$ cat src/rtl/x7seg_pkg.sv
// Shared constants for the multiplexed seven-segment driver: blank pattern and hex font.
// All segment patterns are active-low, bit6 = a ... bit0 = g.
package x7seg_pkg;

  localparam logic [6:0] SEG_BLANK = 7'h7F;

  localparam logic [6:0] FONT [16] = '{
    7'b0000001, 7'b1001111, 7'b0010010, 7'b0000110,
    7'b1001100, 7'b0100100, 7'b0100000, 7'b0001111,
    7'b0000000, 7'b0000100, 7'b0001000, 7'b1100000,
    7'b0110001, 7'b1000010, 7'b0110000, 7'b0111000
  };

endpackage

$ cat src/rtl/hex7seg.sv
// Combinational nibble-to-segment decoder, active-low segments.
module hex7seg
  import x7seg_pkg::*;
(
  input  logic [3:0] nibble_i,
  output logic [6:0] seg_o
);

  assign seg_o = FONT[nibble_i];

endmodule

$ cat src/rtl/x7seg_mux.sv
// Time-multiplexed hex seven-segment driver with decimal points, blanking, leading-zero
// suppression, PWM brightness and a shadow/active register pair committed on frame wrap.
module x7seg_mux
  import x7seg_pkg::*;
#(
  parameter int unsigned DIGITS      = 4,
  parameter int unsigned DIV_BITS    = 18,
  parameter int unsigned BRIGHT_BITS = 4
) (
  input  logic                   clk,
  input  logic                   clr,
  input  logic [4*DIGITS-1:0]    x,
  input  logic                   load,
  input  logic [DIGITS-1:0]      dp_in,
  input  logic [DIGITS-1:0]      blank,
  input  logic                   lz_en,
  input  logic [BRIGHT_BITS-1:0] bright,
  output logic [6:0]             a_to_g,
  output logic                   dp,
  output logic [DIGITS-1:0]      an,
  output logic                   frame_tick
);

  localparam int unsigned IdxW = $clog2(DIGITS);

  logic [DIV_BITS-1:0]    presc_q, presc_d;
  logic [IdxW-1:0]        idx_q, idx_d;
  logic [4*DIGITS-1:0]    sh_x_q, act_x_q;
  logic [DIGITS-1:0]      sh_dp_q, act_dp_q;
  logic [DIGITS-1:0]      sh_blank_q, act_blank_q;
  logic                   pending_q, pending_d;
  logic                   slot_end, wrap, commit;

  logic [6:0]             seg_q, seg_d;
  logic                   dp_q, dp_d;
  logic [DIGITS-1:0]      an_q, an_d;
  logic                   tick_q;

  logic [3:0]             sel_nibble;
  logic [6:0]             font_seg;
  logic [DIGITS-1:0]      lz_dark;
  logic [BRIGHT_BITS-1:0] phase;
  logic                   all_zero, dark;

  // Slot and frame timing
  always_comb begin
    slot_end = &presc_q;
    wrap     = slot_end && (idx_q == IdxW'(DIGITS - 1));
    commit   = wrap && pending_q;
    presc_d  = presc_q + DIV_BITS'(1);
    idx_d    = idx_q;
    if (slot_end) begin
      idx_d = wrap ? '0 : idx_q + IdxW'(1);
    end
    // A load on the commit cycle re-arms pending so the new value lands next frame.
    pending_d = load | (pending_q & ~wrap);
  end

  always_ff @(posedge clk or negedge clr) begin
    if (!clr) begin
      presc_q     <= '0;
      idx_q       <= '0;
      pending_q   <= 1'b0;
      sh_x_q      <= '0;
      sh_dp_q     <= '0;
      sh_blank_q  <= '0;
      act_x_q     <= '0;
      act_dp_q    <= '0;
      act_blank_q <= '0;
    end else begin
      presc_q   <= presc_d;
      idx_q     <= idx_d;
      pending_q <= pending_d;
      if (load) begin
        sh_x_q     <= x;
        sh_dp_q    <= dp_in;
        sh_blank_q <= blank;
      end
      if (commit) begin
        act_x_q     <= sh_x_q;
        act_dp_q    <= sh_dp_q;
        act_blank_q <= sh_blank_q;
      end
    end
  end

  assign sel_nibble = act_x_q[4*int'(idx_q) +: 4];

  hex7seg u_hex7seg (
    .nibble_i (sel_nibble),
    .seg_o    (font_seg)
  );

  // Digit i is a leading zero when every nibble from the top down to i is zero.
  always_comb begin
    lz_dark  = '0;
    all_zero = 1'b1;
    for (int i = DIGITS - 1; i >= 1; i--) begin
      all_zero   = all_zero & (act_x_q[4*i +: 4] == 4'h0);
      lz_dark[i] = all_zero;
    end
  end

  always_comb begin
    phase = presc_q[DIV_BITS-1 -: BRIGHT_BITS];
    dark  = act_blank_q[idx_q] | (lz_en & lz_dark[idx_q]) | (phase >= bright);
    if (dark) begin
      an_d  = '1;
      seg_d = SEG_BLANK;
      dp_d  = 1'b1;
    end else begin
      an_d  = ~(DIGITS'(1) << idx_q);
      seg_d = font_seg;
      dp_d  = ~act_dp_q[idx_q];
    end
  end

  always_ff @(posedge clk or negedge clr) begin
    if (!clr) begin
      seg_q  <= SEG_BLANK;
      dp_q   <= 1'b1;
      an_q   <= '1;
      tick_q <= 1'b0;
    end else begin
      seg_q  <= seg_d;
      dp_q   <= dp_d;
      an_q   <= an_d;
      tick_q <= wrap;
    end
  end

  assign a_to_g     = seg_q;
  assign dp         = dp_q;
  assign an         = an_q;
  assign frame_tick = tick_q;

endmodule
$ cat config.mk
export PLATFORM = sky130hd
export DESIGN_NAME = x7seg_mux
export DESIGN_NICKNAME = d
export VERILOG_FILES = /design/src/rtl/x7seg_pkg.sv /design/src/rtl/hex7seg.sv /design/src/rtl/x7seg_mux.sv
export SDC_FILE = /design/constraint.sdc
export NUM_CORES = 1
export LEC_CHECK = 0
export CORE_MARGIN = 2
export CORE_UTILIZATION = 60
export DETAILED_ROUTE_END_ITERATION = 8
export PLACE_DENSITY = 0.91
export SETUP_SLACK_MARGIN = 0.1
export SYNTH_ARGS = -nofsm -noshare
export SYNTH_HDL_FRONTEND = slang
export SYNTH_SLANG_ARGS = --single-unit
$ cat constraint.sdc
create_clock -name clk -period 3.55 [get_ports clk]
set_input_delay 0.71 -clock clk [delete_from_list [all_inputs] [get_ports clk]]
set_output_delay 0.71 -clock clk [all_outputs]
set_load 0.05 [all_outputs]
## Word-level counts from Yosys, hierarchy flattened

Memories as Yosys holds them, arrays and structs flattened.
Cells that the tools add are included.

| word-level totals | value |
|---|---|
| bits in registers | 82 |
| latch bits | 0 |
| memories | 1 |
| output and inout bits | 13 |
| RAM bits | 0 |
| ROM bits | 112 |

| cells by class | value |
|---|---|
| reductions and logical operators | 6 |
| $add $sub $neg | 2 |
| shift operators | 2 |
| order comparisons | 3 |
| div/mod/pow operators | 0 |
| multiplexer cells | 12 |
| multipliers | 0 |
| equality and inequality tests | 1 |
| bitwise logic cells | 11 |

Memories:

| memory | words | width | rd ports | clocked after Yosys merged registers in | wr ports | RTL line | RTL |
|---|---|---|---|---|---|---|---|
| (name not given) | 16 | 7 | 1 | 0 | 0 | hex7seg.sv:9 | `assign seg_o = FONT[nibble_i];` |

Operator list:

| kind | count |
|---|---|
| two-way mux 7 bit | 3 |
| adder 18 x 1 -> 18 bit (second input constant) | 1 |
| AND reduction 18 bit | 1 |
| variable part select 16 x 5 -> 4 bit | 1 |
| logical NOT 4 bit | 3 |
| binary-select mux 1 bit (select 2 bit) | 3 |
| greater-or-equal comparator 5 bit (second input constant) | 1 |
| inverter 4 -> 5 bit | 1 |
| bitwise AND 1 bit | 4 |
| greater-or-equal comparator 4 bit | 1 |
| two-way mux 1 bit | 4 |
| two-way mux 4 bit | 1 |
| inverter 4 bit | 1 |
| << shifter 1 x 2 -> 4 bit (first input constant) | 1 |
| less-than comparator 2 x 3 -> 1 bit (second input constant) | 1 |
| bitwise OR 1 bit | 3 |
| adder 2 x 1 -> 2 bit (second input constant) | 1 |
| == test 2 bit (second input constant) | 1 |
| logical AND 1 bit | 2 |
| two-way mux 2 bit | 1 |
| inverter 1 bit | 2 |

## Longest topological paths before layout

| depth | value |
|---|---|
| depth in word-level cells | 9 |
| gate-level depth with buffers | 9 |
| gate-level depth less buffers | 7 |

## Cells and area by module

Synthesis repeated with hierarchy kept, for this count alone.

| unflattened totals | value |
|---|---|
| cells, all modules | 277 |
| area total of the unflattened synthesis | 3824.9 um2 |

By module, submodules not included:

| module | instances | cells each | area an instance (um2) |
|---|---|---|---|
| x7seg_mux | 1 | 246 | 3562.2 |
| hex7seg | 1 | 31 | 262.8 |

## Least setup slack after synthesis

Ideal clock, no wire load.

| timing | value |
|---|---|
| kind | reg2reg |
| start point | register idx_q[0] |
| end point | register seg_q[6] (netlist: a_to_g[6]) |
| setup slack | 1332 ps |
| required time | 3459 ps |
| arrival time | 2127 ps |
| stages on the path, launching flop included | 9 |
| path buffers | 1 |
| cells stage by stage | dfrtp_1 buf_2 mux4_2 inv_1 ha_1 nor4_1 a21oi_1 o311ai_0 o31ai_1 |

| between the ends | value |
|---|---|
| longest elaborated chain between the ends | 6 |
| elaborated cells between the ends (all ways) | 13 |
| classes of those cells | shift (1); mux (7); bitwise (4); memory (1) |

Ends and longest elaborated chain:

| item | RTL line | RTL |
|---|---|---|
| from (decl) | x7seg_mux.sv:27 | `logic [IdxW-1:0] idx_q, idx_d;` |
| from (signal assigned) | x7seg_mux.sv:72 | `idx_q <= idx_d;` |
| variable part select 16 x 5 -> 4 bit or binary-select mux 1 bit (select 2 bit) (tied branches) | x7seg_mux.sv:87, x7seg_mux.sv:106 |  |
| inverter 4 -> 5 bit (implied by the code) or two-way mux 1 bit (tied branches) | hex7seg.sv:9, x7seg_mux.sv:106 |  |
| memory (16 x 7 bit) or bitwise AND 1 bit (tied branches) | - |  |
| two-way mux 7 bit (implied by the code) or bitwise OR 1 bit (tied branches) (2 in series) | hex7seg.sv:9, x7seg_mux.sv:106 |  |
| two-way mux 7 bit (*) | x7seg_mux.sv:107 | `if (dark) begin` |
| via seg_d[6] | x7seg_mux.sv:34 | `logic [6:0] seg_q, seg_d;` |
| to (signal assigned) | x7seg_mux.sv:125 | `seg_q <= seg_d;` |
| to (decl) | x7seg_mux.sv:34 |  |

Mark *: on every way through the listed nets, which the timed path passes. The rest lies on a longest branch. The select of a mux whose other input is x is not followed.
A chain may end at the register's enable or synchronous reset.

## Worst setup path in the final report

Same ends and word-level chain as after synthesis.

==> impl_metrics.tcl <==
set metrics [dict create \
    grt_pass1_wl_mm 11.6 \
    syn2layout_area_growth_pct 17.9 \
    rows 29 \
    routed_via_density 5.70 \
    cp.required_ns 3.81 \
    placed_area_um2 4290 \
    place.gp.congestion 0.870 \
    cp-start-kind "flip-flop" \
    hold_start "presc_q[0]" \
    final_hold_viol_count 0 \
    syn_avg_cell_area_um2 13.5 \
    coreArea_um2 6240 \
    power_frac_clock_pct 40.2 \
    status "finished clean" \
    first_global_vias 2413 \
    cp_max_fo 15 \
    final_cell_area_um2 4510 \
    fin_util_pct 72.2 \
    die_x_um 83.8 \
    dp_hpwl_mm 4.66 \
    slew_headroom_pct 27.6 \
    wl_per_cell_um 16.6 \
    max_cap_viol_count 0 \
    synth-seq-cells 82 \
    grtUsageMet2_pct 34.0 \
    reg2reg_from "idx_q[0]" \
    die_h_um 83.8 \
    critPathMaxStageDelay_ns 0.61 \
    grtUsageTotal_pct 21.0 \
    seq_area_frac_synth_pct 54.1 \
    drive_gt1_share_pct 27.5 \
    power.density_nw_per_um2 405 \
    start_util_pct 61.3 \
    synth_edf_count 0 \
    p_seq_share_pct 53.8 \
    endpoint_kind "flip-flop" \
    yosysTopAreaCell "dfrtp_1" \
    cts_max_level 3 \
    yosysWarnings 0 \
    antenna_found_initial 0 \
    crit_buf_inv 2 \
    synth_nets 330 \
    met3_usage_pct 5.44 \
    yosys-top-cells-area "dfrtp_1, mux2_2, dfstp_2" \
    crit_slowest_cell "mux4_2" \
    post_cts_resized 0 \
    num_vias 2347 \
    dp_slack_ns 1.08 \
    numCtsBuffers 9 \
    post-route-period-util_pct 68.8 \
    pin_count 45 \
    path_cells "buf_4 > mux4_2 > inv_1 > ha_1 > nor4_1 > a21oi_1 > o311ai_0 > o31ai_1" \
    synth_flop_cell "dfrtp_1" \
    grt_overflow 0 \
    clock_latency_ns 0.36 \
    p_int_uw 1440 \
    grt-busiest-layer "met2" \
    die-area_um2 7030 \
    grt_max_degree 83 \
    wl_mm 6.85 \
    clkSinkCount 82 \
    synth_cell_types 42 \
    synth_top_area_share_pct 45.8 \
    switching_power_uw 389 \
    crit_family "compound AO/OA/AOI/OAI gates" \
    drc 0 \
    numPortBuffers 44 \
    finalCriticalPeriod_ns 2.44 \
    setup_ws_ns 1.11 \
    worst_pin_slew_ns 1.08 \
    finalSetupViolCount 0 \
    met1_usage_pct 27.8 \
    clockBufferDepth 2 \
    cts_hold_buf 0 \
    p_leak_uw 0.00197 \
    clock_skew_ns 0.00987 \
    firstDrtPassIters 5 \
    cts_tree "built" \
    maxSlewViolCount 0 \
    syn_area_um2 3820 \
    postCtsSetupBuffers 0 \
    cts_root_buf "clkbuf_8" \
    clock.fmax_ghz 0.410 \
    hold_slack_ns 0.447 \
    async_reset_ff_share_pct 100 \
    drtIter0Drc 116 \
    crit_arrival_ns 2.70 \
    nNetsFinal 377 \
    worstSetupStartpoint "idx_q[0]" \
    netSwitchingFraction_pct 21.3 \
    setup_tns_ns 0 \
    ant_nets 0 \
    path_clk_slew_ns 0.08 \
    num_antenna_cells 0 \
    min_path_type "flip-flop to flip-flop" \
    peakVddDrop_mv 0.356 \
    path_class "flip-flop to flip-flop" \
    pwr-share-comb_pct 6.1 \
    rsz0062_at_grt "false" \
    syn_inst 283 \
]
[worst paths after layout]
| kind | to | slack (ns) | cells past startpoint |
|---|---|---|---|
| worst max-delay path | a_to_g[6] | 1.11 | 8 |
| worst min-delay path | presc_q[0] | 0.45 | 1 |
| worst max register to register | a_to_g[6] | 1.11 | 8 |
| worst min register to register | presc_q[0] | 0.45 | 1 |
| max in group asynchronous | sh_x_q[2] | 2.43 | 1 |
| min in group asynchronous | sh_blank_q[0] | 0.52 | 1 |
[final cells by class]
type | count | area, um^2
Timing Repair Buffer | 47 | 460
Sequential cell | 82 | 2070
Clock buffer | 10 | 138
Inverter | 14 | 52.6
Clock inverter | 6 | 80.1
Tap cell | 77 | 96.3
Fill cell | 410 | 1730
Multi-Input combinational cell | 176 | 1610
[power by group through the flow]
stage	clock network, uW	logic [uW]	registers, uW
CTS	742	114	983
floorplan	0	39.4	1010
global route	780	121	986
global placement	0	109	999
finish	734	111	983
detailed placement	0	113	1000
[cells in the mapped netlist, drive strengths merged, types with 6 or more instances]
library cell / number
mux2: 51
xnor2: 11
dfrtp: 70
dfstp: 12
nor2: 8
ha: 15
nand2: 19
o21ai: 6
nand3: 10
buf: 9
inv: 14
[metrics by stage]
| step | total power (uW) | instances |
|---|---|---|
| after floorplan | 1040 | 283 |
| after global routing | 1890 | 412 |
| after CTS | 1840 | 412 |
| after detailed placement | 1110 | 396 |
| final | 1830 | 412 |
| after global placement | 1110 | 396 |
[flip-flops by register name, indices dropped and copies added (netlist names)]
| register | cells |
|---|---|
| act_blank_q | 4 |
| sh_blank_q | 4 |
| pending_q | 1 |
| a_to_g | 7 |
| act_dp_q | 4 |
| act_x_q | 16 |
| idx_q | 2 |
| dp | 1 |
| presc_q | 18 |
| sh_dp_q | 4 |
| sh_x_q | 16 |
| an | 4 |
| frame_tick | 1 |
[kinds of logic (layout without fill, tap and decap cells)]
kind of cell / Yosys count / after routing / share of synthesized area (%)
xor gates and xnor gates: 16 / 16 / 3.66
and+or+nand+nor: 61 / 61 / 8.28
muxes: 59 / 59 / 20.8
AOI/OAI and AO/OA: 25 / 25 / 4.55
adders and majority gates: 15 / 15 / 4.91
DFF: 82 / 82 / 54.1
buffers and inverters: 25 / 77 / 3.73
[routing by layer]
| metal | share of wire (%) | wire (um) |
|---|---|---|
| met5 | 0 | 0 |
| met4 | 2.0 | 136 |
| met3 | 4.2 | 288 |
| met2 | 49 | 3390 |
| met1 | 44 | 3040 |
[placed cells by master, fill, tap and decap left out, types with 4 or more instances in the layout]
master	netlist	routed
dfrtp_1	70	70
xor2_1	5	5
buf_4	0	4
nor2_1	8	8
ha_1	15	15
nand3_1	10	10
dfstp_2	12	12
inv_1	14	14
xnor2_1	11	11
clkdlybuf4s50_1	0	43
o21ai_0	6	6
clkbuf_8	0	10
mux2_2	31	31
nor4_1	5	5
clkinv_2	0	4
mux4_2	5	5
mux2_4	20	20
a21oi_1	4	4
nand2_1	19	19
No activity file was read; power rests on OpenSTA's default activity.
